**src/rtl/controle_entrada_switch_if.sv**
```systemverilog
// Handshake bundle between the board inputs, the control unit and the input controller.
// The slave modport is the controller side; the master modport drives the request, button and switches.
interface controle_entrada_switch_if #(
  parameter int DATA_WIDTH = 16
);
  logic                  estagioEntradaUC;
  logic                  botao;
  logic [DATA_WIDTH-1:0] switches;
  logic [DATA_WIDTH-1:0] dadoSwitch;
  logic                  estagioEntradaSwitch;
  logic                  estagioEntradaBanco;
  logic                  aguardando;

  modport master (
    output estagioEntradaUC,
    output botao,
    output switches,
    input  dadoSwitch,
    input  estagioEntradaSwitch,
    input  estagioEntradaBanco,
    input  aguardando
  );

  modport slave (
    input  estagioEntradaUC,
    input  botao,
    input  switches,
    output dadoSwitch,
    output estagioEntradaSwitch,
    output estagioEntradaBanco,
    output aguardando
  );
endinterface

```
**src/rtl/controle_entrada_switch.sv**
```systemverilog
// Input-instruction handshake controller: synchronizes and debounces the confirm button,
// captures the switch word on a fresh press and emits the Switch/Banco handshake pulses.
module controle_entrada_switch #(
  parameter int DATA_WIDTH      = 16,
  parameter int DEBOUNCE_CYCLES = 50000
) (
  input  logic                     clock,
  input  logic                     reset,
  controle_entrada_switch_if.slave bus
);

  localparam int CW = $clog2(DEBOUNCE_CYCLES) + 1;
  localparam logic [CW-1:0] C_LAST = CW'(DEBOUNCE_CYCLES - 1);

  typedef enum logic [2:0] {
    S_IDLE         = 3'd0,
    S_WAIT_PRESS   = 3'd1,
    S_CAPTURE      = 3'd2,
    S_WRITE        = 3'd3,
    S_WAIT_RELEASE = 3'd4
  } state_t;

  logic [1:0]            r_botao_sync;
  logic [DATA_WIDTH-1:0] r_sw_sync0;
  logic [DATA_WIDTH-1:0] r_sw_sync1;
  logic                  r_estavel;
  logic                  r_estavel_d;
  logic [CW-1:0]         r_cont;
  logic [DATA_WIDTH-1:0] r_dado;
  state_t                r_state;
  state_t                w_next_state;
  logic                  w_botao_s;
  logic                  w_pressao;
  logic                  w_load;

  assign w_botao_s = r_botao_sync[1];
  assign w_pressao = r_estavel & ~r_estavel_d;

  // Two-flop synchronizers for the button and the switch word
  always_ff @(posedge clock) begin
    if (reset) begin
      r_botao_sync <= 2'b00;
      r_sw_sync0   <= {DATA_WIDTH{1'b0}};
      r_sw_sync1   <= {DATA_WIDTH{1'b0}};
    end else begin
      r_botao_sync <= {r_botao_sync[0], bus.botao};
      r_sw_sync0   <= bus.switches;
      r_sw_sync1   <= r_sw_sync0;
    end
  end

  // Debouncer: accept a level change only after DEBOUNCE_CYCLES consecutive differing samples
  always_ff @(posedge clock) begin
    if (reset) begin
      r_estavel   <= 1'b0;
      r_estavel_d <= 1'b0;
      r_cont      <= {CW{1'b0}};
    end else begin
      r_estavel_d <= r_estavel;
      if (w_botao_s == r_estavel) begin
        r_cont <= {CW{1'b0}};
      end else if (r_cont == C_LAST) begin
        r_estavel <= ~r_estavel;
        r_cont    <= {CW{1'b0}};
      end else begin
        r_cont <= r_cont + CW'(1);
      end
    end
  end

  // State register and captured switch word
  always_ff @(posedge clock) begin
    if (reset) begin
      r_state <= S_IDLE;
      r_dado  <= {DATA_WIDTH{1'b0}};
    end else begin
      r_state <= w_next_state;
      if (w_load) begin
        r_dado <= r_sw_sync1;
      end else begin
        r_dado <= r_dado;
      end
    end
  end

  // Next-state logic; an abort in WAIT_PRESS wins over a simultaneous press
  always_comb begin
    w_next_state = r_state;
    w_load       = 1'b0;
    case (r_state)
      S_IDLE: begin
        if (bus.estagioEntradaUC) w_next_state = S_WAIT_PRESS;
        else                      w_next_state = S_IDLE;
      end
      S_WAIT_PRESS: begin
        if (!bus.estagioEntradaUC) begin
          w_next_state = S_IDLE;
        end else if (w_pressao) begin
          w_next_state = S_CAPTURE;
          w_load       = 1'b1;
        end else begin
          w_next_state = S_WAIT_PRESS;
        end
      end
      S_CAPTURE:      w_next_state = S_WRITE;
      S_WRITE:        w_next_state = S_WAIT_RELEASE;
      S_WAIT_RELEASE: begin
        if (!r_estavel) w_next_state = S_IDLE;
        else            w_next_state = S_WAIT_RELEASE;
      end
      default:        w_next_state = S_IDLE;
    endcase
  end

  assign bus.dadoSwitch           = r_dado;
  assign bus.estagioEntradaSwitch = (r_state == S_CAPTURE);
  assign bus.estagioEntradaBanco  = (r_state == S_WRITE);
  assign bus.aguardando           = (r_state == S_WAIT_PRESS);

endmodule

```
**src/flat_wrapper.sv**
```systemverilog
// flat-port wrapper written by rule: the top's interface ports become plain ports
module controle_entrada_switch_flat 
#(
  parameter int DATA_WIDTH      = 16,
  parameter int DEBOUNCE_CYCLES = 50000
)
  (clock, reset, bus_estagioEntradaUC, bus_botao, bus_switches, bus_dadoSwitch, bus_estagioEntradaSwitch, bus_estagioEntradaBanco, bus_aguardando);
  controle_entrada_switch_if #(.DATA_WIDTH(DATA_WIDTH)) bus_i ();
  input  logic clock;
  input  logic reset;
  input wire logic [$bits(bus_i.estagioEntradaUC)-1:0] bus_estagioEntradaUC;
  input wire logic [$bits(bus_i.botao)-1:0] bus_botao;
  input wire logic [$bits(bus_i.switches)-1:0] bus_switches;
  output wire logic [$bits(bus_i.dadoSwitch)-1:0] bus_dadoSwitch;
  output wire logic [$bits(bus_i.estagioEntradaSwitch)-1:0] bus_estagioEntradaSwitch;
  output wire logic [$bits(bus_i.estagioEntradaBanco)-1:0] bus_estagioEntradaBanco;
  output wire logic [$bits(bus_i.aguardando)-1:0] bus_aguardando;
  assign bus_i.estagioEntradaUC = bus_estagioEntradaUC;
  assign bus_i.botao = bus_botao;
  assign bus_i.switches = bus_switches;
  assign bus_dadoSwitch = bus_i.dadoSwitch;
  assign bus_estagioEntradaSwitch = bus_i.estagioEntradaSwitch;
  assign bus_estagioEntradaBanco = bus_i.estagioEntradaBanco;
  assign bus_aguardando = bus_i.aguardando;
  controle_entrada_switch #(.DATA_WIDTH(DATA_WIDTH), .DEBOUNCE_CYCLES(DEBOUNCE_CYCLES)) u_core (.clock(clock), .reset(reset), .bus(bus_i));
endmodule
```
**config.mk**
```make
export PLATFORM = sky130hd
export DESIGN_NAME = controle_entrada_switch_flat
export DESIGN_NICKNAME = d
export VERILOG_FILES = /design/src/rtl/controle_entrada_switch_if.sv /design/src/rtl/controle_entrada_switch.sv /design/src/flat_wrapper.sv
export SDC_FILE = /design/constraint.sdc
export NUM_CORES = 1
export LEC_CHECK = 0
export CAP_MARGIN = 20
export CORE_MARGIN = 1
export CORE_UTILIZATION = 35
export DETAILED_ROUTE_END_ITERATION = 8
export SLEW_MARGIN = 20
export SYNTH_ARGS = -nofsm -noshare
export SYNTH_HDL_FRONTEND = slang
export SYNTH_SLANG_ARGS = --single-unit
```
**constraint.sdc**
```tcl
create_clock -name clock -period 4.1 [get_ports clock]
set_clock_uncertainty 0.05 [all_clocks]
set_input_delay 0.82 -clock clock [delete_from_list [all_inputs] [get_ports clock]]
set_output_delay 0.82 -clock clock [all_outputs]
set_load 0.02 [all_outputs]
```
# Yosys cells after proc, flatten, opt, wreduce, memory -nomap -nowiden
# Cells that the tools add are included.
[totals]
inputBits = 20
regBits = 72
[classes]
n_eq_ne = 6
n_reduce_logical = 3
add_sub_neg = 1
n_bitwise = 4
muxes = 8
[ops]
columns = ["cell", "count"]
rows = [
  ["adder 17 x 1 -> 17 bit, second input constant", 1],
  ["== test 17 x 16 -> 1 bit, second input constant", 1],
  ["one-hot mux 3 bit (5 select lines)", 1],
  ["== test 3 x 2 -> 1 bit, second input constant", 2],
  ["2-to-1 mux 3 bit", 2],
  ["2-to-1 mux 1 bit", 4],
  ["== test 3 x 1 -> 1 bit, second input constant", 1],
  ["== test 3 bit, second input constant", 1],
  ["zero test 3 bit", 1],
  ["NOT 1 bit", 3],
  ["OR reduction 3 bit", 1],
  ["2-to-1 mux 2 bit", 1],
  ["AND reduction 2 bit", 1],
  ["bitwise AND 1 bit", 1],
  ["== test 1 bit", 1],
]

# Depth between registers and ports, before layout
# Gate-level depths: netlist of the first run.
[depth]
word_depth = 5
depth_mapped = 6

# Least setup slack after synthesis of the first run
# Ideal clock, no wire load.
[synth_timing]
path_type = "input-to-reg"
startpoint = "input bus_estagioEntradaUC"
endpoint = "register u_core.r_dado[10] (netlist: u_core.bus.dadoSwitch[10])"
cell_stages = 5
n_path_buf = 2
required_time_ps = 3922
setup_slack_ps = 2315
setup_time_ps = 128
arrival_time_ps = 1608
cell_sequence = "nand4_1 -> buf_2 -> buf_2 -> mux2i_1 -> nor2_1"
[synth_between]
elab_chain_cells = 2
[synth_rtl]
columns = ["item", "line", "rtl"]
rows = [
  ["start, declared", "flat_wrapper.sv:11", "input wire logic [$bits(bus_i.estagioEntradaUC)-1:0] bus_estagioEntradaUC;"],
  ["2-to-1 mux 1 bit", "controle_entrada_switch.sv:96", "if (!bus.estagioEntradaUC) begin"],
  ["2-to-1 mux 1 bit", "controle_entrada_switch.sv:90", "case (r_state)"],
  ["end signal, assigned", "controle_entrada_switch.sv:75", "r_dado <= {DATA_WIDTH{1'b0}};"],
  ["end signal, assigned", "controle_entrada_switch.sv:79", "r_dado <= r_sw_sync1;"],
  ["end signal, assigned", "controle_entrada_switch.sv:81", "r_dado <= r_dado;"],
  ["end, declared", "controle_entrada_switch.sv:29", "logic [DATA_WIDTH-1:0] r_dado;"],
]
# No other way between the ends.
# A chain may end at the register's enable or synchronous reset.

# Worst setup path in the final report of the first run
[layout_timing]
startpoint = "register u_core.r_state[0]"
endpoint = "output bus_estagioEntradaBanco"
[layout_between]
elab_chain_cells = 1
[layout_rtl]
columns = ["item", "line", "rtl"]
rows = [
  ["start, declared", "controle_entrada_switch.sv:30", "state_t r_state;"],
  ["start signal, assigned", "controle_entrada_switch.sv:77", "r_state <= w_next_state;"],
  ["== test 3 x 2 -> 1 bit", "controle_entrada_switch.sv:117", "assign bus.estagioEntradaBanco = (r_state == S_WRITE);"],
  ["end, declared", "flat_wrapper.sv:16", "output wire logic [$bits(bus_i.estagioEntradaBanco)-1:0] bus_estagioEntradaBanco;"],
]
# No other way between the ends.

==> impl_results.md, run 1 <==
* CTS Root Buffer Type: clkbuf_8
* I/O pin cnt at 39
* Post-synthesis sequential area ratio at 58.2%
* Grt ovf at 0
* Most frequent cells in the layout: 72 x dfxtp_1, 39 x nor2b_1, 37 x clkdlybuf4s50_1
* Post-cts resize count at 0
* Area of placed instances at 0.00294 mm2
* Status: finished clean
* Post-Route Setup TNS at 0 ns
* #FFs+latches synth at 72
* DR pass1 iterations at 4
* LEAKAGE at 1.24 nW
* 1st-iter DRT viols at 60
* Layout area overhead at 27.1%
* CORE AREA at 0.00679 mm2
* Crit Path Category: reg2out
* Rel. slew slack at 71.5%
* Maxcap violations at 0
* Max-slew violations at 0
* Cell area after layout at 0.00315 mm2
* Die ar. at 0.00741 mm2
* Min Hold Slack at 0.388 ns
* All-Layer GR Usage at 12.1%
* Crit path max fanout at 3
* Final core occ at 46.3%
* Via count at 1645
* PortBufs at 38
* Nature of the critical path startpoint: register
* PD cells at 421 mW/mm2
* First-pass GRT wire length at 6770 um
* Clk slew on worst S/H paths at 0.07 ns
* Rows at 30
* Net count after synthesis at 260
* Hold Path Class: reg2reg
* Leading cell type in the layout, fill and taps excluded: dfxtp_1
* Number of CTS-inserted buffers at 9
* Nets at 302
* Setup violators final at 0
* Clock latency on the worst-skew pair at 0.34 ns
* DP Wirelength at 2590 um
* Syn Inst Count at 239
* Period Utilization, post-route at 60.2%
* Starting Density at 36.4%
* DR vias/cell at 4.31
* CP required at 3.23 ns
* Hold_buf cts at 0
* Final ANT Viol Nets at 0
* Initial antenna violation count at 0
* Syn avg cell area at 10.4 um2
* Hold Vio Cnt, Final at 0
* Syn Std Cell Area at 0.00247 mm2
* Min cycle time layout at 2.47 ns
* Clock Tree Buf Depth at 2
* Worst-Margin Slew at 0.426 ns
* YS warnings at 0
* Final wirelength at 3940 um
* RSZ-0062 raised after global routing: false
* Routed wire per std cell at 10.3 um
* Htree depth at 3
* CTS sink count at 72
* DRC Markers at 0
* Distinct cell type count after synthesis at 31
* Worst path arrival time at 1.60 ns
* Final weighted congestion in routability-driven placement at 0.742
* VDD IR max at 0.285 mV
* CP endpoint kind: output pin
* Die width at 86.1 um
* Fmax at 0.405 GHz
* Share of cells above drive strength 1 at 8.74%
* N_diodes at 0
* Post CTS Setup Buffer Count at 0
* Die height at 86.1 um
* TritonCTS clock tree: done
* Largest net degree at the start of global routing at 45
* Vias in the first global route at 1533
through the flow:
stage	setup WS, ns	cells	total power [W]
4_1_cts	1.61	382	0.00135
3_3_place_gp	2.00	366	0.000778
2_1_floorplan	2.31	239	0.000757
6_report	1.63	382	0.00132
3_5_place_dp	1.98	366	0.000779
5_1_grt	1.52	382	0.00138
synthesized netlist by cell type:
cell type	instances	area (um2)
buf_2	2	10.0
nand2_1	5	18.8
o221a_2	1	11.3
dfxtp_1	72	1440
xor2_1	4	35.0
nor3_1	4	20.0
buf_6	1	11.3
o21ai_4	1	16.3
nor2b_1	39	244
nand4_2	1	12.5
o21ai_0	2	10.0
ha_1	1	12.5
or3_4	1	11.3
or3_1	6	37.5
and3_1	2	12.5
xnor2_1	8	70.1
or2_1	2	12.5
nand4_1	4	25.0
or2_2	1	6.26
nand3_1	5	25.0
nor2_1	33	124
o31ai_1	2	15.0
mux2i_1	16	160
buf_1	1	3.75
clkbuf_1	5	18.8
or4_1	4	30.0
and2_1	1	6.26
inv_1	7	26.3
a31oi_1	1	6.26
a21oi_1	6	30.0
mux2_2	1	11.3
power breakdown:
group | internal (W) | switching, W
clock | 0.000299 | 0.000262
sequential | 0.000715 | 0.00000357
combinational | 0.0000267 | 0.0000165
final timing paths:
| check | start | depth (start not counted) | slack, ns | endpoint |
|---|---|---|---|---|
| worst max-delay path | u_core.r_state[0] | 3 | 1.63 | bus_estagioEntradaBanco |
| worst min-delay path | u_core.r_botao_sync[0] | 1 | 0.39 | u_core.r_botao_sync[1] |
| worst max register to register | u_core.r_cont[12] | 4 | 2.22 | u_core.r_cont[3] |
| worst min register to register | u_core.r_botao_sync[0] | 1 | 0.39 | u_core.r_botao_sync[1] |
critical path, cell delays in order, from the launching register on:
cell	delay (ns)
dfxtp_1	0.34
nor2b_1	0.17
and2_1	0.16
clkdlybuf4s50_1	0.60
layer usage:
layer	part of all wire [%]	global-route usage, %
met5	0	0
met4	2.5	8.64
met3	4.6	4.04
met2	43	17.5
met1	50	14.9
state kept, by name (all words and copies together), names as in the netlist:
| name | count |
|---|---|
| u_core.r_botao_sync | 2 |
| u_core.r_cont | 17 |
| u_core.r_sw_sync1 | 16 |
| u_core.bus.dadoSwitch | 16 |
| u_core.r_state | 3 |
| u_core.r_sw_sync0 | 16 |
| u_core.r_estavel_d | 1 |
| u_core.r_estavel | 1 |
kinds of logic (layout without fill, tap and decap cells):
family                     count (synthesis)  count (layout)  share of synthesized area [%]
buffers and inverters                     16              63                           2.83
AOI/OAI and AO/OA                         13              13                           3.59
DFF                                       72              72                           58.2
muxes                                     17              17                           6.93
adders and majority gates                  1               1                          0.505
and+or+nand+nor                          108             108                           23.7
xor gates and xnor gates                  12              12                           4.25
cell type report:
| type | instances | area, um2 |
|---|---|---|
| inverters | 7 | 26.3 |
| multi-input cells | 151 | 963 |
| repair buffers | 40 | 390 |
| fillers | 637 | 3650 |
| clock buffers | 10 | 138 |
| well taps | 96 | 120 |
| flip-flops and latches | 72 | 1440 |
| clock inverters | 6 | 67.6 |
Power figures use the tool's default switching activity.
==> run 2: changes to the inputs <==
==> constraint.sdc (replaced) <==
create_clock -name clock -period 2.6 [get_ports clock]
set_clock_uncertainty 0.05 [all_clocks]
set_input_delay 0.52 -clock clock [delete_from_list [all_inputs] [get_ports clock]]
set_output_delay 0.52 -clock clock [all_outputs]
set_load 0.02 [all_outputs]
==> run 2 against run 1 <==
Effect of this change:
- sequential power is 57% higher
- combinational power increased by 57%
- first-iteration DRC count is 8.3% higher
- via count shrank 0.49%
- critical path depth unchanged
- utilization up 0.39 points
- global-route usage rose by 0.46 points
- cell area rose by 0.83%
- non-clock buffer count unchanged
- largest cell class unchanged
==> impl_results.md, run 2 (synthesized netlist as in run 1, its figures left out) <==
* Post CTS Setup Buffer Count at 0 (unchanged)
* Crit. path cell count at 3 (unchanged)
* PortBufs at 38 (unchanged)
* RSZ-0062 raised after global routing: false
* Largest delay share family, worst path: buffers and inverters
* R2R cell count at 4 (unchanged)
* Slowest library cell on the worst path: clkdlybuf4s50_1
* Post-cts resize count at 0 (unchanged)
* Via count at 1637 (-0.49%)
* Layout area overhead at 28.2%
* DR vias/cell at 4.29 (-0.49%)
* DRC Markers at 0 (unchanged)
* Final ANT Viol Nets at 0 (unchanged)
* Worst-Margin Slew at 0.429 ns (+0.00222 ns)
* Clock latency on the worst-skew pair at 0.34 ns (about the same)
* Nets at 302 (unchanged)
* Fmax at 0.456 GHz
* Hold_buf cts at 0 (unchanged)
* Non-Filler Instances at 382 (unchanged)
* All-Layer GR Usage at 12.5% (+0.46 points)
* Worst path arrival time at 1.62 ns (+0.02 ns)
* Met2 GRT Util at 18.8% (+1.2 points)
* Final wirelength at 3980 um (+1.0%)
* Largest register by flop count: u_core.r_cont
* Final weighted congestion in routability-driven placement at 0.739 (-0.50%)
* Max FFs per register at 17 (unchanged)
* Routed wire per std cell at 10.4 um (+1.0%)
* Crit Path Category: reg2out
* RR Startpoint: u_core.r_cont[12]
* Status: finished clean
* Period Utilization, post-route at 84.4%
* Worst Min Path Start: u_core.r_sw_sync0[4]
* Number of CTS-inserted buffers at 9 (unchanged)
* CTS sink count at 72 (unchanged)
* 1st-iter DRT viols at 65 (+8.3%)
* Clock Tree Buf Depth at 2 (unchanged)
* Largest net degree at the start of global routing at 36 (-20%)
* Met3 Use GR at 3.66% (-0.38 points)
* CP endpoint kind: output pin
* Met1 Use GR at 14.9% (+0.033 points)
* Hold Path End: u_core.r_sw_sync1[4]
* Worst Path Buf+Inv at 1 (unchanged)
* Crit path largest cell delay at 0.60 ns (about the same)
* Htree depth at 3 (unchanged)
* Nature of the critical path startpoint: register
* Crit path max fanout at 3 (unchanged)
* Rows at 30 (unchanged)
* I/O pin cnt at 39 (unchanged)
* Hold Path Class: reg2reg
* CORE AREA at 0.00679 mm2 (unchanged)
* Min cycle time layout at 2.19 ns
* Rel. slew slack at 71.3% (-0.15 points)
* Leading cell type in the layout, fill and taps excluded: dfxtp_1
* CP required at 2.03 ns (-1.20 ns)
* Inst Count DP at 366 (unchanged)
* Total power at 0.00220 W (+66%)
* VDD IR max at 0.313 mV (+9.7%)
* TritonCTS clock tree: done
* CP cell instances: nor2b_1 > and2_1 > clkdlybuf4s50_1
* Maxcap violations at 0 (unchanged)
* Die width at 86.1 um (unchanged)
* Share of cells above drive strength 1 at 8.39% (-0.35 points)
* Clk slew on worst S/H paths at 0.08 ns (about the same)
* Die ar. at 0.00741 mm2 (unchanged)
* Vias in the first global route at 1556 (+1.5%)
* Global routing's busiest layer: met2
* DP Wirelength at 2590 um (+0.13%)
* Die height at 86.1 um (unchanged)
* N_diodes at 0 (unchanged)
* First-pass GRT wire length at 6980 um (+3.2%)
* Max-slew violations at 0 (unchanged)
* Initial antenna violation count at 0 (unchanged)
* R2r setup slk at 0.74 ns (-1.48 ns)
* Setup violators final at 0 (unchanged)
* Reg-to-Reg End: u_core.r_cont[11]
* Most frequent cells in the layout: 72 x dfxtp_1, 39 x nor2b_1, 37 x clkdlybuf4s50_1
* LEAKAGE at 1.25 nW (+1.1%)
* Starting Density at 36.4% (unchanged)
* Grt ovf at 0 (unchanged)
* PD cells at 692 mW/mm2 (+65%)
* Hold Path Depth at 1 (unchanged)
* Crit path launch: u_core.r_state[0]
* DR pass1 iterations at 4 (unchanged)
* CTS Root Buffer Type: clkbuf_8
* Post-Route Setup TNS at 0 ns (unchanged)
* Hold Vio Cnt, Final at 0 (unchanged)
run 2: changes by cell type in the layout (fill, tap and decap cells not counted):
cell,previous run,this run
bufinv_16,1,2
clkbuf_1,0,1
clkbuf_8,10,11
clkinv_2,1,0
clkinvlp_4,2,1
inv_6,1,0
run 2: how the worst max path moves through the flow:
stage,to
4_1_cts,bus_estagioEntradaBanco
3_5_place_dp,u_core.r_cont[10]
6_report,bus_estagioEntradaBanco
2_1_floorplan,u_core.r_estavel
3_3_place_gp,u_core.r_cont[9]
5_1_grt,bus_estagioEntradaBanco
run 2: through the flow:
stage | area, um2 | setup WS (ns) | utilization, % | hold slack, ns
after global placement | 2940 | 0.740 | 43.3 | 0.366
after detailed placement | 2940 | 0.712 | 43.3 | 0.370
final | 3170 | 0.406 | 46.7 | 0.386
after floorplan | 2470 | 0.843 | - | 0.364
after CTS | 3170 | 0.380 | 46.7 | 0.388
after global routing | 3170 | 0.279 | 46.7 | 0.401
run 2: layout make-up:
type / instances / area, um2
Fill cell: 679 / 3620
Sequential cell: 72 / 1440
Multi-Input combinational cell: 151 / 963
Timing Repair Buffer: 40 / 390
Clock buffer: 12 / 155
Tap cell: 96 / 120
Clock inverter: 4 / 76.3
Inverter: 7 / 26.3
run 2: report_power, final:
| group | internal (W) | total, W | switching, W |
|---|---|---|---|
| Combinational | 0.0000420 | 0.0000678 | 0.0000258 |
| Clock | 0.000595 | 0.000995 | 0.000400 |
| Sequential | 0.00113 | 0.00113 | 0.00000538 |
| Total | 0.00176 | 0.00220 | 0.000432 |
run 2: worst register-to-register path, cell delays in order, from the launching register on:
cell     delay [ns]
dfxtp_1        0.34
or4_1          0.53
or3_4          0.36
o21ai_4        0.37
nor2_1         0.10
run 2: metal layers:
metal	wire, um	vias up
met5	0	-
met4	111	0
met2	1730	31
met3	157	9
met1	1980	726
li1	-	871
